[config.mk]
export PLATFORM = sky130hd
export DESIGN_NAME = mod_sum_rest_acc
export DESIGN_NICKNAME = d
export VERILOG_FILES = /design/src/rtl/sum_rest_pkg.sv /design/src/rtl/sum_rest_core.sv /design/src/rtl/mod_sum_rest_acc.sv
export SDC_FILE = /design/constraint.sdc
export NUM_CORES = 1
export LEC_CHECK = 0
export BUFFER_PORTS_ARGS = -buffer_cell sky130_fd_sc_hd__buf_2
export CAP_MARGIN = 20
export CORE_MARGIN = 4
export CORE_UTILIZATION = 30
export CTS_BUF_LIST = sky130_fd_sc_hd__clkbuf_16
export CTS_CLUSTER_DIAMETER = 100
export DETAILED_ROUTE_END_ITERATION = 8
export SLEW_MARGIN = 40
export SYNTH_ARGS = -nofsm -noshare
export SYNTH_HDL_FRONTEND = slang
export SYNTH_SLANG_ARGS = --single-unit
[constraint.sdc]
create_clock -name CLK -period 6 [get_ports CLK]
set_clock_uncertainty 0.2 [all_clocks]
set_input_delay 0.3 -clock CLK [delete_from_list [all_inputs] [get_ports CLK]]
set_output_delay 0.3 -clock CLK [all_outputs]
set_load 0.1 [all_outputs]
[src/rtl/sum_rest_pkg.sv]
// Shared op encodings and signed range helpers for the sum/rest datapath.
package sum_rest_pkg;

    localparam logic [1:0] OP_ADD     = 2'b00;
    localparam logic [1:0] OP_SUB     = 2'b01;
    localparam logic [1:0] OP_ACC_ADD = 2'b10;
    localparam logic [1:0] OP_ACC_SUB = 2'b11;

    // Largest positive two's-complement value for a given width, low bits valid.
    function automatic logic [63:0] smax_val(input int unsigned width);
        return (64'd1 << (width - 1)) - 64'd1;
    endfunction

    // Most negative two's-complement value for a given width, low bits valid.
    function automatic logic [63:0] smin_val(input int unsigned width);
        return 64'd0 - (64'd1 << (width - 1));
    endfunction

endpackage

[src/rtl/sum_rest_core.sv]
// Combinational WIDTH-bit signed add/sub with overflow detect.
// Clamps instead of wrapping when MOD_SUM_REST_SATURATE_EN is defined.
module sum_rest_core
    import sum_rest_pkg::*;
#(
    parameter int WIDTH = 6
) (
    input  logic signed [WIDTH-1:0] a,
    input  logic signed [WIDTH-1:0] b,
    input  logic                    sub,
    output logic signed [WIDTH-1:0] y,
    output logic                    ovf
);

    logic signed [WIDTH-1:0] raw;
    logic                    b_sign_eff;

    assign raw = sub ? (a - b) : (a + b);

    // Subtracting flips the effective sign of b, so one rule covers both ops.
    assign b_sign_eff = b[WIDTH-1] ^ sub;
    assign ovf        = (a[WIDTH-1] == b_sign_eff) && (raw[WIDTH-1] != a[WIDTH-1]);

`ifdef MOD_SUM_REST_SATURATE_EN
    localparam logic signed [WIDTH-1:0] SAT_MAX = WIDTH'(smax_val(WIDTH));
    localparam logic signed [WIDTH-1:0] SAT_MIN = WIDTH'(smin_val(WIDTH));

    // On overflow the true result always carries the sign of a.
    assign y = !ovf ? raw : (a[WIDTH-1] ? SAT_MIN : SAT_MAX);
`else
    assign y = raw;
`endif

endmodule

[src/rtl/mod_sum_rest_acc.sv]
// Registered signed add/sub with accumulator, valid/ready output stage and
// overflow flags. Optional saturation via MOD_SUM_REST_SATURATE_EN.
module mod_sum_rest_acc
    import sum_rest_pkg::*;
#(
    parameter int                      WIDTH    = 6,
    parameter logic signed [WIDTH-1:0] ACC_INIT = '0
) (
    input  logic                    CLK,
    input  logic                    RST,
    input  logic                    IN_VALID,
    output logic                    IN_READY,
    input  logic [1:0]              SEL,
    input  logic signed [WIDTH-1:0] A,
    input  logic signed [WIDTH-1:0] B,
    output logic                    OUT_VALID,
    input  logic                    OUT_READY,
    output logic signed [WIDTH-1:0] Y,
    output logic                    OF_SUM_REST,
    output logic                    OF_STICKY,
    input  logic                    CLR_OF
);

    logic signed [WIDTH-1:0] acc_q;
    logic signed [WIDTH-1:0] core_a;
    logic signed [WIDTH-1:0] core_b;
    logic signed [WIDTH-1:0] core_y;
    logic                    core_ovf;
    logic                    op_acc;
    logic                    op_sub;
    logic                    accept;

    assign op_acc   = (SEL == OP_ACC_ADD) || (SEL == OP_ACC_SUB);
    assign op_sub   = (SEL == OP_SUB) || (SEL == OP_ACC_SUB);
    assign IN_READY = !OUT_VALID || OUT_READY;
    assign accept   = IN_VALID && IN_READY;

    // Accumulator ops use (ACC, A); plain ops use (A, B).
    assign core_a = op_acc ? acc_q : A;
    assign core_b = op_acc ? A : B;

    sum_rest_core #(
        .WIDTH (WIDTH)
    ) u_core (
        .a   (core_a),
        .b   (core_b),
        .sub (op_sub),
        .y   (core_y),
        .ovf (core_ovf)
    );

    // NOTE: all state here uses non-blocking assignments so every register
    // samples the pre-edge values regardless of statement order.
    always_ff @(posedge CLK) begin
        if (RST) begin
            Y           <= '0;
            OUT_VALID   <= 1'b0;
            OF_SUM_REST <= 1'b0;
            OF_STICKY   <= 1'b0;
            acc_q       <= ACC_INIT;
        end else begin
            if (accept) begin
                Y           <= core_y;
                OF_SUM_REST <= core_ovf;
                OUT_VALID   <= 1'b1;
                if (op_acc) begin
                    acc_q <= core_y;
                end
            end else if (OUT_READY) begin
                OUT_VALID <= 1'b0;
            end

            // A new overflow takes priority over a simultaneous clear.
            if (accept && core_ovf) begin
                OF_STICKY <= 1'b1;
            end else if (CLR_OF) begin
                OF_STICKY <= 1'b0;
            end
        end
    end

endmodule

==> results of run 1 <==
==> registers in the layout (all words and copies together) (netlist names) <==
name,cells
Y,6
acc_q,6
OUT_VALID,1
OF_STICKY,1
OF_SUM_REST,1
==> worst max path at each step <==
stage | end | slack [ns]
after global routing | acc_q[5]$_SDFFE_PP0P_ | 2.72
final | acc_q[5]$_SDFFE_PP0P_ | 2.90
after detailed placement | acc_q[5]$_SDFFE_PP0P_ | 2.65
after CTS | acc_q[5]$_SDFFE_PP0P_ | 2.89
after global placement | acc_q[5]$_SDFFE_PP0P_ | 2.73
after floorplan | acc_q[5]$_SDFFE_PP0P_ | 2.75
==> cell usage in the layout (no fill, tap or decap), drive strengths merged <==
master	instances
a211oi	5
a21boi	1
a21o	1
a21oi	14
a32o	1
and2	1
and3	2
buf	28
clkbuf	3
dfxtp	15
fa	1
ha	6
inv	8
mux2	4
mux2i	6
nand2	17
nand2b	2
nand3	6
nor2	13
nor2b	2
nor3	5
o211a	1
o21a	2
o21ai	8
o21ba	1
o31a	1
o31ai	3
o32ai	1
or2	2
or3	1
xnor2	2
xor2	6
==> tightest hold or removal path, cell delays in order <==
cell     delay [ns]
buf_2          0.12
inv_1          0.05
a21oi_1        0.05
==> cell families (layout without fill, tap and decap cells) <==
group / count (synthesis) / after routing
flip-flops: 15 / 15
adder cells (fa/ha/maj): 7 / 7
multiplexers: 10 / 10
buffers and inverters: 13 / 39
AND/OR/NAND/NOR: 51 / 51
AO/OA/AOI/OAI: 39 / 39
XOR/XNOR: 8 / 8
==> cell usage after synthesis (2+ instances only) <==
| cell type | n | area [µm²] |
|---|---|---|
| dfxtp_1 | 15 | 300 |
| clkbuf_1 | 3 | 11.3 |
| inv_1 | 7 | 26.3 |
| nor2_1 | 13 | 48.8 |
| a211oi_1 | 4 | 30.0 |
| o21ai_0 | 5 | 25.0 |
| o31ai_1 | 2 | 15.0 |
| buf_2 | 2 | 10.0 |
| mux2_1 | 4 | 45.0 |
| ha_1 | 6 | 75.1 |
| nand2b_1 | 2 | 12.5 |
| or2_1 | 2 | 12.5 |
| nand3_1 | 6 | 30.0 |
| xor2_1 | 6 | 52.6 |
| o21a_1 | 2 | 15.0 |
| xnor2_1 | 2 | 17.5 |
| o21ai_1 | 3 | 15.0 |
| nand2_1 | 17 | 63.8 |
| a21oi_1 | 14 | 70.1 |
| nor3_1 | 4 | 20.0 |
| mux2i_1 | 6 | 60.1 |
| nor2b_1 | 2 | 12.5 |
==> layer usage <==
layer / GRT usage [%] / share of wire (%) / vias to the layer above
li1: - / - / 553
met1: 12.9 / 45 / 471
met2: 17.8 / 48 / 22
met3: 4.07 / 4.7 / 4
met4: 4.56 / 1.6 / 0
met5: 0 / 0 / -
==> metrics by stage <==
step	hold slack, ns	utilization (%)	instances	instance area (µm²)
floorplan	0.173	-	143	1120
global placement	0.234	37.3	211	1290
detailed placement	0.246	37.3	211	1290
CTS	0.112	39.5	215	1370
global route	0.145	39.5	215	1370
finish	0.115	39.5	215	1370
==> area by class of cell <==
| class | instances | share of cell area [%] |
|---|---|---|
| Clock inverter | 1 | 0.274 |
| Timing Repair Buffer | 28 | 10.2 |
| Inverter | 7 | 1.92 |
| Sequential cell | 15 | 21.9 |
| Tap cell | 46 | 4.20 |
| Clock buffer | 3 | 5.47 |
| Multi-Input combinational cell | 115 | 56.0 |
==> power breakdown <==
group          switching, W  internal [W]
sequential       0.00000572      0.000112
clock             0.0000379     0.0000880
combinational      0.000119     0.0000531
total              0.000162      0.000253
==> out/qor.csv, run 1 <==
metric,value,unit
Hold Crit Depth,3,
Worst EP arrival,3.06,ns
Mapped Nets,169,
share of cells above drive strength 1,20.7,%
CP endpoint kind,register,
outcome,"finished, final reports clean",
Multi-input gate area,768,µm²
post-cts resize count,0,
Worst IR Drop VDD,0.000117,V
Unique masters post-synth,38,
Die Width,69.1,µm
largest family of logic cells by synthesized area,compound AO/OA/AOI/OAI gates,
Crit. path cell count,13,
Final WS setup,2.90,ns
Rel. slew slack,67.7,%
RSZ-0062 raised after global routing,false,
Pwr Total,0.000415,W
Worst Hold Class,in2reg,
vias per inst,4.88,
total CTS buffers,3,
CP Max Fanout,22,
DRC viols,0,
critical path's slowest cell,buf_2,
routed via count,1050,
number of global-route vias before repair,996,
nets@finish,196,
dpl ws,2.65,ns
Post-DP HPWL,2.04,mm
ant diodes,0,
sequential-to-total area share from yosys stat,26.8,%
Critical Path Start Type,primary input,
Async SR Flop Fraction,0,%
final setup fails,0,
drt total wl,2.47,mm
clk buf depth,2,
leakage,0.631,nW
# IOs,29,
post-synthesis simple-gate area fraction,21.5,%
die area,0.00477,mm²
Crit Path Category,in2reg,
CP required,5.96,ns
average routed wire per standard cell,11.5,µm
register bit total from synthesis,15,
TNS Setup,0,ns
final RePlAce weighted congestion,0.781,
pin count of the biggest net entering global routing,23,
Min-Delay Startpoint,IN_VALID,
Final min period,3.10,ns
critical register-to-register path startpoint,acc_q[1]$_SDFFE_PP0P_,
# rows,21,
first-pass GRT wire length,4.31,mm
Worst-Skew Late Latency,0.24,ns
Setup Buffers After CTS,0,
Worst Hold End,OUT_VALID$_SDFFE_PP0P_,
"CP delay by family, top",compound AO/OA/AOI/OAI gates,
Fmax,322,MHz
antenna violations before repair,0,
Fillers,386,
post-synthesis mux area share,9.39,%
synthesized area per cell,7.83,µm²
R2R depth,8,
final hold vios,0,
number of port buffers,28,
post-synthesis compound-gate area fraction,23.0,%
most numerous cell on the critical path,ha_1,
die height,69.1,µm
synthesized area,0.00112,mm²
H-tree Lvls,1,
Antenna Nets Post-Route,0,
# clock sinks,15,
reg2reg end,acc_q[5]$_SDFFE_PP0P_,
Adder-Cell Fraction of Synth Area,8.49,%
Tightest Pin Transition,0.488,ns
synth warn,0,
area delta synth->final,22.5,%
CP Buf/Inv Count,2,
CTS tree,built,
R2R Setup Slk,3.49,ns
Cell Pwr Density,303,mW/mm²
"EDFF count, synth",0,
CP max stage delay,0.37,ns
worst setup path startpoint,SEL[1],
Core Box Area,0.00347,mm²
initial core utilization,32.3,%
fin crit share,51.7,%
Slew Limit Fails,0,
clk root buf,clkbuf_16,
worst path cell trace,"buf_2, mux2i_1, ha_1, nor2_1, a21oi_1, inv_1, ha_1, nor2b_1, o31a_1, o21ai_1, a211oi_2, or2_1, o31ai_2",
top_reg_cell synth,dfxtp_1,
cell count after synthesis,143,
sequential cell area,300,µm²
Clock Pin Slew Worst Setup and Hold Paths,0.05,ns
hold_buf cts,0,
initial DRC count,56,
GRT Overall Usage,11.0,%
max cap viols,0,
post-synthesis xor/xnor area fraction,6.26,%
global route total overflow,0,
drt first pass iters,4,
(Power assumes the default switching activity.)
==> run 2: changes to the inputs <==
- ABC_AREA: not set -> 1
- clock period: 6 -> 3.1 ns (I/O delays scaled with it)
==> run 2 against run 1 <==
Against the previous run: final area up 6.0%; sequential cell count did not move; wire length grew 2.8%; cell count is 15% higher; register-to-register slack worse by 2.9 ns; highest routed layer unchanged; area after synthesis is 3.1% higher; clock-buffer cell count unchanged; largest cell class unchanged; utilization decreased by 0.12 points; critical path depth grew 5; synthesized cell count up 17%; sequential share of layout area decreased by 1.2 points; clock power up 94%.
==> out/qor.csv, run 2 <==
metric,value,unit,change
number of port buffers,28,,unchanged
global route total overflow,0,,unchanged
outcome,"finished, final reports clean",,
average routed wire per standard cell,10.3,µm,-11%
Hold Crit Depth,4,,+1
RSZ-0062 raised after global routing,false,,
first-pass GRT wire length,4.35,mm,+0.81%
Fmax,343,MHz,
R2R depth,12,,+4
Die Width,70.0,µm,+1.4%
Unique masters post-synth,27,,-29%
Async SR Flop Fraction,0,%,unchanged
GRT Overall Usage,10.8,%,-0.16 points
fin crit share,94.0,%,
Cell Pwr Density,559,mW/mm²,+85%
reg2reg end,OF_STICKY$_SDFFE_PP0P_,,
nets@finish,227,,+16%
Clock Pin Slew Worst Setup and Hold Paths,0.05,ns,about the same
worst path cell trace,"buf_2, buf_4, nand2_1, nand2_2, ha_1, nand2_1, o21ai_0, xor2_1, ha_1, a21oi_1, o21ai_0, nor2_1, nand3_1, nand2_2, nand2_2, nand3_2, a21oi_1, dlygate4sd3_1",,
antenna violations before repair,0,,unchanged
final RePlAce weighted congestion,0.855,,+9.5%
Rel. slew slack,67.6,%,-0.12 points
max cap viols,0,,unchanged
CP max stage delay,0.55,ns,+0.18 ns
area delta synth->final,25.9,%,
cell taking the most area after synthesis,dfxtp_1,,
"commonest non-fill, non-tap cell in the layout",nand2_1,,
Tightest Pin Transition,0.490,ns,+0.00177 ns
sequential-to-total area share from yosys stat,26.0,%,-0.81 points
post-synthesis compound-gate area fraction,18.6,%,-4.4 points
Antenna Nets Post-Route,0,,unchanged
dpl ws,0.436,ns,-2.21 ns
routed via count,1128,,+7.4%
Adder-Cell Fraction of Synth Area,8.23,%,-0.26 points
drt total wl,2.54,mm,+2.8%
post-synthesis xor/xnor area fraction,6.07,%,-0.19 points
ant diodes,0,,unchanged
register bit total from synthesis,15,,unchanged
CP required,3.03,ns,-2.93 ns
clk buf depth,2,,unchanged
post-synthesis simple-gate area fraction,28.2,%,+6.7 points
Worst-Skew Late Latency,0.24,ns,about the same
Mapped Nets,194,,+15%
total CTS buffers,3,,unchanged
Slew Limit Fails,0,,unchanged
Post-DP HPWL,2.03,mm,-0.37%
CP Max Fanout,15,,-32%
synthesized area,0.00115,mm²,+3.1%
CTS tree,built,,
Min-Delay Startpoint,OUT_READY,,
largest family of logic cells by synthesized area,simple AND/OR/NAND/NOR gates,,
final hold vios,0,,unchanged
Post-synth top cells,"nand2_1, inv_1, o21ai_0, dfxtp_1, a21oi_1",,
Worst IR Drop VDD,0.000312,V,+170%
most numerous cell on the critical path,nand2_2,,
Core Box Area,0.00369,mm²,+6.3%
number of global-route vias before repair,1026,,+3.0%
top_reg_cell synth,dfxtp_1,,
Worst Hold End,OUT_VALID$_SDFFE_PP0P_,,
H-tree Lvls,1,,unchanged
die area,0.00491,mm²,+2.8%
clk root buf,clkbuf_16,,
initial core utilization,31.3,%,-0.98 points
Crit Path Category,in2reg,,
share of cells above drive strength 1,26.5,%,+5.8 points
Final min period,2.91,ns,
post-synthesis mux area share,0,%,-9.4 points
critical register-to-register path startpoint,acc_q[2]$_SDFFE_PP0P_,,
synthesized area per cell,6.87,µm²,-12%
R2R Setup Slk,0.61,ns,-2.88 ns
critical path's slowest cell,dlygate4sd3_1,,
die height,70.0,µm,+1.4%
Worst EP arrival,2.84,ns,-0.22 ns
CP endpoint kind,register,,
Critical Path Start Type,primary input,,
drt first pass iters,4,,unchanged
most common cell in the netlist,nand2_1,,
largest registers,"Y x6, acc_q x6",,
# IOs,29,,unchanged
final setup fails,0,,unchanged
cell count after synthesis,168,,+17%
initial DRC count,26,,-54%
Synth top area share,26.0,%,-0.81 points
vias per inst,4.55,,-6.9%
"EDFF count, synth",0,,unchanged
synth warn,0,,unchanged
Final WS setup,0.187,ns,-2.71 ns
"commonest non-fill, non-tap cells in the layout","nand2_1, buf_2, inv_1",,
ranking of synthesized cells by area,"dfxtp_1, o21ai_0, nand2_1",,
pin count of the biggest net entering global routing,16,,-30%
# clock sinks,15,,unchanged
leakage,0.756,nW,+20%
TNS Setup,0,ns,unchanged
# rows,22,,+4.8%
Fillers,404,,+4.7%
Worst Hold Class,in2reg,,
DRC viols,0,,unchanged
-- run 2: changes by cell type after synthesis, moves of 3 or more --
| cell | change |
|---|---|
| nand2_4 | +3 |
| nor3_1 | -3 |
| o21ai_1 | -3 |
| o21ai_0 | +19 |
| inv_1 | +18 |
| nand2_1 | +15 |
| nor2_1 | -3 |
| mux2_1 | -4 |
| a211oi_1 | -4 |
| nand2_2 | +6 |
| mux2i_1 | -6 |
-- run 2: kinds of logic after synthesis --
group           count (synthesis)
buf+inv                        31
xor+xnor                        8
compound gates                 41
simple gates                   66
fa+ha+maj                       7
flops                          15
-- run 2: area by class of cell --
cell class                 instances  area (µm²)  area share, %
multi-input combinational        122         731           50.3
timing repair buffer              32         178           12.2
sequential                        15         300           20.7
clock inverter                     1        3.75          0.258
tap                               48        60.1           4.13
inverter                          27         106           7.31
clock buffer                       3        75.1           5.16
-- run 2: power by group --
group	leakage (nW)	switching, W	internal (W)
logic	0.589	0.000246	0.0000979
registers	0.124	0.00000843	0.000215
clock network	0.0423	0.0000747	0.000170
-- run 2: metal layers --
metal	routed length (µm)	share of wire, %	vias to the layer above	track usage (%)
li1	-	-	599	-
met1	1180	46	487	13.3
met2	1120	44	33	16.9
met3	180	7.1	9	4.03
met4	60	2.4	0	4.47
met5	0	0	-	0
-- run 2: per-stage QoR --
step	hold slack, ns	cell area (µm²)	total power, W	utilization (%)	cells
global route	0.0552	1450	0.000866	39.4	248
finish	0.00870	1450	0.000812	39.4	248
CTS	0.00840	1430	0.000812	38.7	248
floorplan	0.118	1150	0.000500	-	168
global placement	0.212	1320	0.000556	35.8	241
detailed placement	0.214	1320	0.000557	35.8	241
-- run 2: worst max-delay path by stage --
stage | from | to | slack, ns | depth (start not counted)
2_1_floorplan | OUT_VALID$_SDFFE_PP0P_ | Y[3]$_SDFFE_PP0P_ | 0.07 | 7
3_3_place_gp | SEL[1] | OF_STICKY$_SDFFE_PP0P_ | 0.50 | 18
3_5_place_dp | SEL[1] | OF_STICKY$_SDFFE_PP0P_ | 0.44 | 18
4_1_cts | SEL[1] | OF_STICKY$_SDFFE_PP0P_ | 0.15 | 19
5_1_grt | SEL[1] | OF_STICKY$_SDFFE_PP0P_ | 0.02 | 19
6_report | SEL[1] | OF_STICKY$_SDFFE_PP0P_ | 0.19 | 18
-- run 2: repair_timing --
| item | 4_1_cts | 5_1_grt |
|---|---|---|
| buffers inserted | 0 | 0 |
| hold buffers | 3 | 0 |
| resized for setup | 0 | 5 |
| hold endpoints to repair | 3 | 0 |
| setup endpoints to repair | 0 | 1 |
-- run 2: worst max-delay path, delay by kind of cell --
family	cells	cell delay, ns
adders and majority gates	2	0.45
AOI/OAI and AO/OA	4	0.46
buffers and inverters	3	0.87
xor gates and xnor gates	1	0.18
and+or+nand+nor	8	0.72
